$ cat src/rtl/rx_bit_sequencer_pkg.sv
// Shared types and limits for the serial receive sequencer.
// Latency: n/a (type and constant definitions only).
// Backpressure: n/a.
package rx_seq_pkg;

    typedef enum logic [1:0] {
        IDLE,
        START_CHK,
        RECEIVE,
        STOP_CHK
    } rx_state_t;

    // Smallest timing values the sequencer can run with. Smaller requests
    // are raised to these when latched so the FSM can never stall.
    localparam int MIN_BIT_PERIOD = 4;
    localparam int MIN_DATA_BITS  = 1;

endpackage

$ cat src/rtl/rx_bit_sequencer_if.sv
// Receive-sequencer bus: line and timing inputs plus status and strobe outputs.
// Latency: n/a (wiring only).
// Backpressure: none; strobes are single-cycle and must be consumed when seen.
//
// Signals:
//   serial_in     synchronized receive line, idle high
//   bit_period    clocks per bit (P)
//   data_bits     data bits per packet (D)
//   busy          sequencer is inside a packet
//   shift_strobe  one-cycle pulse: shift serial_in into the shift register
//   packet_done   one-cycle pulse: packet good, load the receive buffer
//   framing_error sticky: stop bit was sampled low
interface rx_bit_sequencer_if #(
    parameter int NUM_CNT_BITS = 4,
    parameter int BIT_CNT_BITS = 4
);
    logic                    serial_in;
    logic [NUM_CNT_BITS-1:0] bit_period;
    logic [BIT_CNT_BITS-1:0] data_bits;
    logic                    busy;
    logic                    shift_strobe;
    logic                    packet_done;
    logic                    framing_error;

    modport master (
        output serial_in, bit_period, data_bits,
        input  busy, shift_strobe, packet_done, framing_error
    );

    modport slave (
        input  serial_in, bit_period, data_bits,
        output busy, shift_strobe, packet_done, framing_error
    );
endinterface

$ cat src/rtl/rx_bit_sequencer_flex_counter.sv
// Programmable up-counter: counts 1..rollover_val then wraps back to 1.
// Latency: count_out updates one clock after count_enable; rollover_flag is combinational on count_out.
// Backpressure: none; clear has priority over count_enable.
//
// Ports:
//   clk, n_rst      clock, asynchronous active-low reset (count -> 0)
//   clear           synchronous clear to 0
//   count_enable    advance the count this cycle
//   rollover_val    terminal count
//   count_out       current count
//   rollover_flag   high while count_out equals rollover_val
module flex_counter #(
    parameter int NUM_CNT_BITS = 4
) (
    input  logic                    clk,
    input  logic                    n_rst,
    input  logic                    clear,
    input  logic                    count_enable,
    input  logic [NUM_CNT_BITS-1:0] rollover_val,
    output logic [NUM_CNT_BITS-1:0] count_out,
    output logic                    rollover_flag
);

    always_ff @(posedge clk or negedge n_rst) begin
        if (!n_rst) begin
            count_out <= '0;
        end else if (clear) begin
            count_out <= '0;
        end else if (count_enable) begin
            // Wrap to 1 rather than 0 so a full period is exactly rollover_val clocks.
            if (count_out == rollover_val) begin
                count_out <= NUM_CNT_BITS'(1);
            end else begin
                count_out <= count_out + 1'b1;
            end
        end
    end

    assign rollover_flag = (count_out == rollover_val);

endmodule

$ cat src/rtl/rx_bit_sequencer.sv
// Serial receive control FSM: start-bit detect/validate, data-bit sample timing, stop-bit check.
// Latency: edge 0 = start detect; strobes after edges H+n*P; packet_done/framing_error after edge H+(D+1)*P.
// Backpressure: none; shift_strobe and packet_done are fire-and-forget single-cycle pulses.
//
// Ports:
//   clk    system clock, rising edge
//   n_rst  asynchronous active-low reset
//   bus    slave side of rx_bit_sequencer_if (line/timing in, status/strobes out)
module rx_bit_sequencer #(
    parameter int NUM_CNT_BITS = 4,
    parameter int BIT_CNT_BITS = 4
) (
    input  logic                clk,
    input  logic                n_rst,
    rx_bit_sequencer_if.slave   bus
);
    import rx_seq_pkg::*;

    rx_state_t               state;
    rx_state_t               next_state;
    logic                    serial_prev;
    logic [NUM_CNT_BITS-1:0] p_lat;
    logic [BIT_CNT_BITS-1:0] d_lat;
    logic [NUM_CNT_BITS-1:0] p_in;
    logic [BIT_CNT_BITS-1:0] d_in;
    logic [NUM_CNT_BITS-1:0] half_m1;
    logic [NUM_CNT_BITS-1:0] period_m1;

    logic                    clk_clear;
    logic                    clk_en;
    logic [NUM_CNT_BITS-1:0] clk_count;
    logic                    clk_roll;
    logic                    bit_clear;
    logic                    bit_en;
    logic [BIT_CNT_BITS-1:0] bit_count_unused;
    logic                    bit_roll;

    logic                    start_edge;
    logic                    stop_hit;
    logic                    packet_done_q;
    logic                    framing_error_q;

    // Out-of-range timing requests are raised to the minimum legal value.
    assign p_in = (bus.bit_period < NUM_CNT_BITS'(MIN_BIT_PERIOD)) ?
                  NUM_CNT_BITS'(MIN_BIT_PERIOD) : bus.bit_period;
    assign d_in = (bus.data_bits < BIT_CNT_BITS'(MIN_DATA_BITS)) ?
                  BIT_CNT_BITS'(MIN_DATA_BITS) : bus.data_bits;

    // Decisions are taken on the edge where the counter reaches the target,
    // i.e. while it still shows target-1.
    assign half_m1   = (p_lat >> 1) - 1'b1;
    assign period_m1 = p_lat - 1'b1;

    assign start_edge = (state == IDLE) && serial_prev && !bus.serial_in;
    assign stop_hit   = (state == STOP_CHK) && (clk_count == period_m1);

    flex_counter #(.NUM_CNT_BITS(NUM_CNT_BITS)) u_clk_cnt (
        .clk           (clk),
        .n_rst         (n_rst),
        .clear         (clk_clear),
        .count_enable  (clk_en),
        .rollover_val  (p_lat),
        .count_out     (clk_count),
        .rollover_flag (clk_roll)
    );

    flex_counter #(.NUM_CNT_BITS(BIT_CNT_BITS)) u_bit_cnt (
        .clk           (clk),
        .n_rst         (n_rst),
        .clear         (bit_clear),
        .count_enable  (bit_en),
        .rollover_val  (d_lat),
        .count_out     (bit_count_unused),
        .rollover_flag (bit_roll)
    );

    always_ff @(posedge clk or negedge n_rst) begin
        if (!n_rst) begin
            state <= IDLE;
        end else begin
            state <= next_state;
        end
    end

    always_comb begin
        next_state = state;
        clk_clear  = 1'b0;
        clk_en     = 1'b0;
        bit_clear  = 1'b0;
        bit_en     = 1'b0;
        case (state)
            IDLE: begin
                // Holding both counters clear means edge 0 starts from zero.
                clk_clear = 1'b1;
                bit_clear = 1'b1;
                if (start_edge) begin
                    next_state = START_CHK;
                end
            end
            START_CHK: begin
                clk_en = 1'b1;
                if (clk_count == half_m1) begin
                    if (!bus.serial_in) begin
                        next_state = RECEIVE;
                        clk_clear  = 1'b1;
                    end else begin
                        next_state = IDLE;
                    end
                end
            end
            RECEIVE: begin
                clk_en = 1'b1;
                bit_en = clk_roll;
                // The bit counter shows D one cycle after the last data strobe;
                // the clock counter keeps running so stop timing is unaffected.
                if (bit_roll) begin
                    next_state = STOP_CHK;
                end
            end
            STOP_CHK: begin
                clk_en = 1'b1;
                if (stop_hit) begin
                    next_state = IDLE;
                end
            end
            default: begin
                next_state = IDLE;
            end
        endcase
    end

    always_ff @(posedge clk or negedge n_rst) begin
        if (!n_rst) begin
            serial_prev     <= 1'b1;
            p_lat           <= '0;
            d_lat           <= '0;
            packet_done_q   <= 1'b0;
            framing_error_q <= 1'b0;
        end else begin
            serial_prev   <= bus.serial_in;
            packet_done_q <= stop_hit && bus.serial_in;
            if (start_edge) begin
                p_lat           <= p_in;
                d_lat           <= d_in;
                framing_error_q <= 1'b0;
            end else if (stop_hit && !bus.serial_in) begin
                framing_error_q <= 1'b1;
            end
        end
    end

    assign bus.busy          = (state != IDLE);
    assign bus.shift_strobe  = (state == RECEIVE) && clk_roll;
    assign bus.packet_done   = packet_done_q;
    assign bus.framing_error = framing_error_q;

endmodule

$ cat src/flat_wrapper.sv
// flat-port wrapper written by rule: the top's interface ports become plain ports
module rx_bit_sequencer_flat import rx_seq_pkg::*;
#(
    parameter int NUM_CNT_BITS = 4,
    parameter int BIT_CNT_BITS = 4
)
  (clk, n_rst, bus_serial_in, bus_bit_period, bus_data_bits, bus_busy, bus_shift_strobe, bus_packet_done, bus_framing_error);
  rx_bit_sequencer_if #(.NUM_CNT_BITS(NUM_CNT_BITS), .BIT_CNT_BITS(BIT_CNT_BITS)) bus_i ();
  input  logic clk;
  input  logic n_rst;
  input wire logic [$bits(bus_i.serial_in)-1:0] bus_serial_in;
  input wire logic [$bits(bus_i.bit_period)-1:0] bus_bit_period;
  input wire logic [$bits(bus_i.data_bits)-1:0] bus_data_bits;
  output wire logic [$bits(bus_i.busy)-1:0] bus_busy;
  output wire logic [$bits(bus_i.shift_strobe)-1:0] bus_shift_strobe;
  output wire logic [$bits(bus_i.packet_done)-1:0] bus_packet_done;
  output wire logic [$bits(bus_i.framing_error)-1:0] bus_framing_error;
  assign bus_i.serial_in = bus_serial_in;
  assign bus_i.bit_period = bus_bit_period;
  assign bus_i.data_bits = bus_data_bits;
  assign bus_busy = bus_i.busy;
  assign bus_shift_strobe = bus_i.shift_strobe;
  assign bus_packet_done = bus_i.packet_done;
  assign bus_framing_error = bus_i.framing_error;
  rx_bit_sequencer #(.NUM_CNT_BITS(NUM_CNT_BITS), .BIT_CNT_BITS(BIT_CNT_BITS)) u_core (.clk(clk), .n_rst(n_rst), .bus(bus_i));
endmodule
$ cat config.mk
export PLATFORM = sky130hd
export DESIGN_NAME = rx_bit_sequencer_flat
export DESIGN_NICKNAME = d
export VERILOG_FILES = /design/src/rtl/rx_bit_sequencer_pkg.sv /design/src/rtl/rx_bit_sequencer_if.sv /design/src/rtl/rx_bit_sequencer_flex_counter.sv /design/src/rtl/rx_bit_sequencer.sv /design/src/flat_wrapper.sv
export SDC_FILE = /design/constraint.sdc
export NUM_CORES = 1
export LEC_CHECK = 0
export BUFFER_PORTS_ARGS = -buffer_cell sky130_fd_sc_hd__buf_2
export CELL_PAD_IN_SITES_DETAIL_PLACEMENT = 0
export CELL_PAD_IN_SITES_GLOBAL_PLACEMENT = 2
export CORE_MARGIN = 2
export CORE_UTILIZATION = 36
export DETAILED_ROUTE_END_ITERATION = 8
export PLACE_DENSITY = 0.82
export SLEW_MARGIN = 10
export SYNTH_ARGS = -nofsm -noshare
export SYNTH_HDL_FRONTEND = slang
export SYNTH_SLANG_ARGS = --single-unit
$ cat constraint.sdc
create_clock -name clk -period 2.4 [get_ports clk]
set_clock_uncertainty 0.1 [all_clocks]
set_input_delay 0.36 -clock clk [delete_from_list [all_inputs] [get_ports clk]]
set_output_delay 0.36 -clock clk [all_outputs]
set_load 0.01 [all_outputs]
==> run metrics, run 1 <==
outcome finished, final reports clean; Die W 61.2 um; vias in the first global route between 800 and 900; worst slew pin tran 0.519 ns; Cells after DPL about 170; # setup viols final 0; CP max-delay cell dfrtp_1; CP max stage delay 0.46 ns; Die Y-Extent 61.2 um; root buffer cell clkbuf_4; Reg clk slew, reported paths between 0.1 and 0.15 ns; Initial DRC Count 24; share of layout cells above drive strength 1 a little under a fifth; routed vias 893; crit path kind reg -> out; Initial Utilization 38.3%; Critical Path RT 1.94 ns; antenna diode count 0; max-cap violations 0; DP Wirelength 1770 um; Post-synth ARST share 100%; Yosys top cell area share 42.5%; CTS Buf Count 3; clock buffer depth 2; gr usage total between 10% and 20%; Final Hold Viols 0; CTS tree done; first-pass GRT wire length 4140 um; clk_lat worst skew 0.31 ns; CP Launch Type flop; prevailing post-synth register cell dfrtp_1; Slew HR about two thirds; DR WL/cell 13.2 um; final wirelength 2330 um; top post-synthesis cells by count dfrtp_1 (20), nand2_1 (14), xnor2_1 (10), xor2_1 (8), inv_1 (7); IR drop worst, VDD 0.492 mV; drt drc 0; Port Buffer Count 14; Worst setup EP type primary output; GR Overflow Total 0; Vias/cell 5.07; family with the most delay on the worst path simple AND/OR/NAND/NOR gates; RSZ-0062 raised after global routing false; Syn Nets around 130; synth top area cells dfrtp_1 (43%), xnor2_1 (7.4%), xor2_1 (6.0%), ha_1 (5.3%), nand2_1 (4.5%); Cell Count, Final, Fillers Out 176; top-count cell post-synth dfrtp_1; nets roughly 150; fmax 457 MHz; Tmin final 2.19 ns; Mean Syn Cell Area 10.1 um^2; Core Rows 20; number of synthesized flops with an enable pin 0; IO Count 15; TNS Setup 0 ns; largest net degree at the start of global routing 22; clk sinks 21; Mapped Cells 116; initial antenna violation count 0; RD Place Congestion roughly 0.81; setup ws final 0.213 ns; post-route ant nets 0; LEAKAGE approximately 0.6 nW; register area share after synthesis approximately 45%; Die ar. around 3700 um^2; CP max FO 6; Final Cycle Share 91.1%; power density cells 1150 nW/um^2; Synth-to-Final Area Change 12.6%; worst hold-check path type in -> reg; TritonRoute pass-1 iters 4; count of cell types in the netlist 38; Synth Warn # 0; core box area 3080 um^2; final max-slew violation count 0; H-Tree Depth 1; Worst EP arrival 1.73 ns; Yosys top cell by area dfrtp_1; cells along the critical path xnor2_1 -> and4b_1 -> and3_1 -> buf_2; post-synthesis cell area 1180 um^2; FF+latch count, synth 21; Post-Place Worst Slack ~0.42 ns; CP bufs+invs 1
cells in the final DEF, fill, tap and decap left out, types with 2 or more instances in the layout:
cell type	synthesis	final
xnor2_1	10	10
xor2_1	8	8
o211ai_1	2	2
nand3_1	5	5
a21oi_1	2	2
clkbuf_4	0	3
nand2_1	14	14
ha_1	5	5
nor3_1	3	3
nor2_1	3	3
a311oi_1	2	2
dfrtp_1	20	20
nor4_1	3	3
inv_1	7	7
buf_2	2	14
o21ai_0	3	3
a211oi_1	2	2
nand2b_1	2	2
a22o_1	3	3
metrics by stage:
| step | hold WS, ns | total power [mW] | utilization (%) | cell area (um^2) |
|---|---|---|---|---|
| 6_report | 0.0598 | 1.53 | 43.1 | 1330 |
| 3_3_place_gp | 0.252 | 1.36 | 41.9 | 1290 |
| 5_1_grt | 0.0270 | 1.68 | 43.1 | 1330 |
| 4_1_cts | 0.0453 | 1.54 | 43.1 | 1330 |
| 2_1_floorplan | -0.0356 | 1.19 | - | 1180 |
| 3_5_place_dp | 0.255 | 1.36 | 41.9 | 1290 |
cells by family after synthesis:
kind of cell / count (synthesis) / share of synthesized area (%)
xor+xnor: 18 / 13.4
flops: 21 / 44.7
compound gates: 20 / 12.5
fa+ha+maj: 5 / 5.31
buf+inv: 10 / 3.40
simple gates: 42 / 20.6
where the power goes:
part           total [mW]  switching, mW  leakage, nW  internal, mW
Combinational       0.724          0.392        0.334         0.331
Sequential          0.629          0.154        0.264         0.475
Clock               0.175          0.113       0.0177        0.0622
Total                1.53          0.659        0.616         0.869
area by class of cell:
cell class / instances / area (um^2)
Multi-Input combinational cell: 85 / 611
Timing Repair Buffer: 15 / 80.1
Tap cell: 44 / 55.1
Inverter: 7 / 26.3
Sequential cell: 21 / 527
Clock inverter: 1 / 5.00
Clock buffer: 3 / 22.5
Fill cell: 318 / 1750
state kept, by name, summed over array words and instances (netlist names), named ones only:
signal	cells
u_core.d_lat	4
u_core.p_lat	4
u_core.u_bit_cnt.count_out	4
u_core.u_clk_cnt.count_out	4
u_core.bus.framing_error	1
u_core.bus.packet_done	1
u_core.serial_prev	1
u_core.state	1
metal layers:
metal  GRT usage, %  share of wire, %
met4           2.80              0.77
met2           22.3                44
met1           22.1                50
met5              0                 0
met3           4.41               4.8
what timing repair did:
| item | CTS | global route |
|---|---|---|
| endpoints found under the hold margin | 20 | 0 |
| resized for setup | 0 | 0 |
| buffers inserted | 0 | 0 |
| hold buffers | 1 | 0 |
final timing paths:
path	slack [ns]	from	cells after the start	endpoint
min reg2reg	0.41	u_core.d_lat[2]	2	u_core.d_lat[2]
max	0.21	u_core.u_clk_cnt.count_out[2]	4	bus_shift_strobe
min in group asynchronous	0.43	n_rst	2	u_core.p_lat[3]
max reg2reg	0.42	u_core.p_lat[1]	6	u_core.u_clk_cnt.count_out[3]
max in group asynchronous	1.42	n_rst	2	u_core.serial_prev
min	0.06	bus_serial_in	1	u_core.serial_prev
Power figures use the tool's default switching activity.
==> inputs of run 2 (changes only) <==
- CORE_UTILIZATION: 36 -> 35
- PLACE_DENSITY: 0.82 -> 0.8
==> run metrics, run 2 (synthesis results as in run 1) <==
Setup Buffers After CTS 0 (unchanged); Worst EP arrival 1.72 ns (was 1.73 ns); CP Launch Type flop (unchanged); r2r setup slk 0.38 ns (was 0.42 ns); Die W 62 um (was 61.2 um); Critical Path Start u_core.p_lat[3] (was u_core.u_clk_cnt.count_out[2]); r2r endpoint u_core.u_clk_cnt.count_out[3] (unchanged); H-Tree Depth 1 (unchanged); commonest non-fill, non-tap cell in the layout dfrtp_1 (unchanged); post-route ant nets 0 (unchanged); TritonRoute pass-1 iters 4 (unchanged); Die Y-Extent 62 um (was 61.2 um); RSZ-0062 raised after global routing false (unchanged); outcome finished, final reports clean (unchanged); Final Hold Viols 0 (unchanged); Initial Utilization 35.8% (was 38.3%); clock buffer depth 2 (unchanged); CP bufs+invs 1 (unchanged); routed vias 901 (was 893); DP Wirelength 1890 um (was 1770 um); root buffer cell clkbuf_4 (unchanged); CP max-delay cell dfrtp_1 (unchanged); gr usage total 14.4% (was 15.1%); # setup viols final 0 (unchanged); Tmin final 2.18 ns (was 2.19 ns); most frequent cells in the layout dfrtp_1 (20), nand2_1 (14), buf_2 (14) (unchanged); Port Buffer Count 14 (unchanged); cells along the critical path xnor2_2 -> and4b_1 -> and3_1 -> buf_2 (was xnor2_1 -> and4b_1 -> and3_1 -> buf_2); hold depth 1 (unchanged); DR WL/cell 14.0 um (was 13.2 um); share of layout cells above drive strength 1 20.5% (was 18.9%); worst slew pin tran 0.524 ns (was 0.519 ns); Synth-to-Final Area Change 14.1% (was 12.6%); clk_lat worst skew 0.31 ns (about the same); LEAKAGE 0.626 nW (was 0.616 nW); Reg clk slew, reported paths 0.13 ns (was 0.12 ns); Core Rows 21 (was 20); clk sinks 21 (unchanged); nets 149 (unchanged); family with the most delay on the worst path simple AND/OR/NAND/NOR gates (unchanged); largest net degree at the start of global routing 22 (unchanged); final wirelength 2490 um (was 2330 um); Hold Crit Start bus_serial_in (unchanged); final instance area 1340 um^2 (was 1330 um^2); first-pass GRT wire length 3950 um (was 4140 um); worst hold-check path type in -> reg (unchanged); CTS Buf Count 3 (unchanged); Slew HR 64.9% (was 65.2%); Final Cycle Share 90.8% (was 91.1%); Critical R2R Launch u_core.p_lat[1] (unchanged); Die ar. 3840 um^2 (was 3740 um^2); CTS tree done (unchanged); WP depth 4 (unchanged); RD Place Congestion 0.797 (was 0.812); crit path capture bus_shift_strobe (unchanged); Critical Path RT 1.94 ns (about the same); antenna diode count 0 (unchanged); CP max FO 6 (unchanged); max-cap violations 0 (unchanged); initial antenna violation count 0 (unchanged); core box area 3280 um^2 (was 3080 um^2); Vias/cell 5.06 (was 5.07); final max-slew violation count 0 (unchanged); TNS Setup 0 ns (unchanged); Initial DRC Count 28 (was 24); power density cells 1160 nW/um^2 (was 1150 nW/um^2); IO Count 15 (unchanged); Worst setup EP type primary output (unchanged); worst-case reg-to-reg path depth 6 (unchanged); IR drop worst, VDD 0.498 mV (was 0.492 mV); dpl cell area 1290 um^2 (about the same); drt drc 0 (unchanged); crit path kind reg -> out (unchanged); vias in the first global route 830 (was 866); GR Overflow Total 0 (unchanged); fmax 459 MHz (was 457 MHz); CP max stage delay 0.48 ns (was 0.46 ns)
## run 2: per-layer routing
layer  vias up  part of all wire [%]  track usage (%)
li1        445                     -                -
met1       438                    51             20.3
met2        16                    45             22.0
met3         2                   2.6             2.48
met4         0                  0.76             5.47
met5         -                     0                0
## run 2: cell type report
class	instances	area (um^2)
clock inverters	1	5.00
well taps	46	57.6
clock buffers	3	22.5
multi-input cells	85	626
flip-flops and latches	21	527
repair buffers	15	80.1
fillers	348	1940
inverters	7	26.3
## run 2: through the flow
step | total power, mW | utilization (%) | setup slack [ns] | instances | hold WS (ns)
global route | 1.70 | 40.9 | 0.0821 | 178 | 0.0400
CTS | 1.55 | 40.5 | 0.132 | 178 | 0.0421
floorplan | 1.19 | - | 0.667 | 116 | -0.0356
detailed placement | 1.37 | 39.3 | 0.412 | 173 | 0.253
global placement | 1.36 | 39.3 | 0.500 | 173 | 0.258
finish | 1.56 | 40.9 | 0.221 | 178 | 0.0530
## run 2: timing repair
action | CTS | global route
endpoints found under the hold margin | 20 | 0
hold buffers | 1 | 0
gates resized for setup | 0 | 2
endpoints found under the setup margin | 0 | 1
## run 2: power breakdown
group / internal (mW) / switching, mW / leakage [nW]
clock: 0.0623 / 0.117 / 0.0177
sequential: 0.475 / 0.172 / 0.264
combinational: 0.344 / 0.388 / 0.344
total: 0.881 / 0.678 / 0.626
## run 2: worst min path at each step
stage / endpoint
6_report: u_core.serial_prev
5_1_grt: u_core.serial_prev
4_1_cts: u_core.serial_prev
3_5_place_dp: u_core.u_bit_cnt.count_out[2]
3_3_place_gp: u_core.u_bit_cnt.count_out[2]
2_1_floorplan: async pin
==> inputs of run 3 (changes only) <==
- ABC_AREA: unset -> 1
- CORE_UTILIZATION: 35 -> 32
- PLACE_DENSITY: 0.8 -> 0.82
==> run metrics, run 3 <==
Port Buffer Count 14 (unchanged); IR drop worst, VDD 0.320 mV (was 0.498 mV); Synth-to-Final Area Change 14.8% (was 14.1%); TritonRoute pass-1 iters 5 (was 4); commonest non-fill, non-tap cell in the layout nand2_1 (was dfrtp_1); Yosys top cell by area dfrtp_1 (unchanged); H-Tree Depth 1 (unchanged); worst-case reg-to-reg path depth 9 (was 6); Initial DRC Count 41 (was 28); initial antenna violation count 0 (unchanged); FF+latch count, synth 21 (unchanged); IO Count 15 (unchanged); Critical R2R Launch u_core.p_lat[1] (unchanged); post-cts hold buffer count 1 (unchanged); Cell Count, Final, Fillers Out 247 (was 178); most frequent cells in the layout nand2_1 (71), inv_1 (24), dfrtp_1 (20) (was dfrtp_1 (20), nand2_1 (14), buf_2 (14)); Worst setup EP type primary output (unchanged); Tmin final 2.08 ns (was 2.18 ns); Die ar. 4510 um^2 (was 3840 um^2); antenna diode count 0 (unchanged); top post-synthesis cells by count nand2_1 (71), inv_1 (24), dfrtp_1 (20), nor2_1 (15), nand3_1 (9) (was dfrtp_1 (20), nand2_1 (14), xnor2_1 (10), xor2_1 (8), inv_1 (7)); GR Overflow Total 0 (unchanged); Util after Layout 39.2% (was 40.9%); fmax 481 MHz (was 459 MHz); r2r setup slk 0.62 ns (was 0.38 ns); Reg clk slew, reported paths 0.08 ns (was 0.13 ns); crit path capture bus_shift_strobe (unchanged); Critical Path Start u_core.p_lat[1] (was u_core.p_lat[3]); Final Cycle Share 86.6% (was 90.8%); Syn Nets 196 (was 132); outcome finished, final reports clean (unchanged); Synth Warn # 0 (unchanged); worst hold-check path type in -> reg (unchanged); Mapped Cells 180 (was 116); power density cells 1050 nW/um^2 (was 1160 nW/um^2); Die W 67.2 um (was 62 um); RD Place Congestion 0.828 (was 0.797); largest net degree at the start of global routing 22 (unchanged); Worst EP arrival 1.62 ns (was 1.72 ns); share of layout cells above drive strength 1 14.6% (was 20.5%); max-cap violations 0 (unchanged); count of cell types in the netlist 27 (was 38); CTS tree done (unchanged); Slew HR 68.0% (was 64.9%); final wirelength 2610 um (was 2490 um); CP Launch Type flop (unchanged); routed vias 1098 (was 901); setup ws final 0.320 ns (was 0.221 ns); Core Rows 22 (was 21); Critical Path RT 1.94 ns (about the same); prevailing post-synth register cell dfrtp_1 (unchanged); Sequential cell area 527 um^2 (unchanged); register area share after synthesis 41.2% (was 44.7%); clk sinks 21 (unchanged); post-synthesis cell area 1280 um^2 (was 1180 um^2); post-CTS sizing 0 (unchanged); final max-slew violation count 0 (unchanged); Post-synth ARST share 100% (unchanged); Yosys top cell area share 39.2% (was 42.5%); total power 1.54 mW (was 1.56 mW); Final Hold Viols 0 (unchanged); clock buffer depth 2 (unchanged); DP Wirelength 2100 um (was 1890 um); synth top area cells dfrtp_1 (39%), nand2_1 (21%), inv_1 (7.1%), ha_1 (4.9%), nor2_1 (4.4%) (was dfrtp_1 (43%), xnor2_1 (7.4%), xor2_1 (6.0%), ha_1 (5.3%), nand2_1 (4.5%)); Initial Utilization 34.1% (was 35.8%); root buffer cell clkbuf_8 (was clkbuf_4); drt drc 0 (unchanged); Mean Syn Cell Area 7.10 um^2 (was 10.1 um^2); Vias/cell 4.45 (was 5.06); nets 216 (was 149); clk_lat worst skew 0.26 ns (was 0.31 ns); Setup Buffers After CTS 0 (unchanged); DR WL/cell 10.5 um (was 14.0 um); core box area 3740 um^2 (was 3280 um^2); hold_ws 0.126 ns (was 0.0530 ns); RSZ-0062 raised after global routing false (unchanged); CP max FO 8 (was 6); number of synthesized flops with an enable pin 0 (unchanged); LEAKAGE 0.789 nW (was 0.626 nW); Die Y-Extent 67.2 um (was 62 um); gr usage total 13.5% (was 14.4%); crit path kind reg -> out (unchanged); area of the multi-input gates 648 um^2 (was 626 um^2); post-route ant nets 0 (unchanged); Cells after DPL 242 (was 173); # setup viols final 0 (unchanged); vias in the first global route 1072 (was 830); first-pass GRT wire length 4560 um (was 3950 um); worst slew pin tran 0.480 ns (was 0.524 ns); CTS Buf Count 3 (unchanged); top-count cell post-synth nand2_1 (was dfrtp_1); Post-Place Worst Slack 0.603 ns (was 0.412 ns); TNS Setup 0 ns (unchanged); final instance area 1470 um^2 (was 1340 um^2); Filler cells 417 (was 348); dpl cell area 1410 um^2 (was 1290 um^2); r2r endpoint u_core.state[0] (was u_core.u_clk_cnt.count_out[3])
## run 3: metal layers
metal,GRT usage [%],share of wire (%),vias to the layer above
met3,1.50,1.4,4
met2,24.6,49,5
met1,16.3,48,492
met4,4.59,1.4,0
li1,-,-,597
met5,0,0,-
## run 3: cells by family after synthesis
kind of cell / synth area share, %
simple gates: 35.1
buf+inv: 8.03
flops: 41.2
compound gates: 6.66
xor+xnor: 4.11
fa+ha+maj: 4.90
## run 3: final cells by class
class	instances	share of cell area [%]
multi-input cells	132	44.2
flip-flops and latches	21	35.9
inverters	26	6.66
repair buffers	16	5.97
well taps	48	4.10
clock buffers	3	2.82
clock inverters	1	0.341
## run 3: worst max-delay path, cell delays in order (launching register included)
cell,delay [ns]
dfrtp_1,0.40
inv_1,0.19
nand2_1,0.09
a21oi_2,0.15
nand3_2,0.17
nor3_2,0.19
buf_2,0.16
## run 3: worst min-delay path by stage
stage,from,to,slack (ns),cells after the start
after CTS,bus_serial_in,u_core.serial_prev,0.12,1
final,bus_serial_in,u_core.serial_prev,0.13,1
after floorplan,n_rst,async pin,-0.04,0
after global routing,bus_serial_in,u_core.serial_prev,0.12,1
after global placement,n_rst,u_core.d_lat[0],0.25,1
after detailed placement,n_rst,u_core.d_lat[0],0.25,1
## run 3: power breakdown
| group | switching, mW | total, mW | internal, mW |
|---|---|---|---|
| sequential | 0.111 | 0.570 | 0.459 |
| clock | 0.117 | 0.233 | 0.116 |
| combinational | 0.455 | 0.734 | 0.280 |
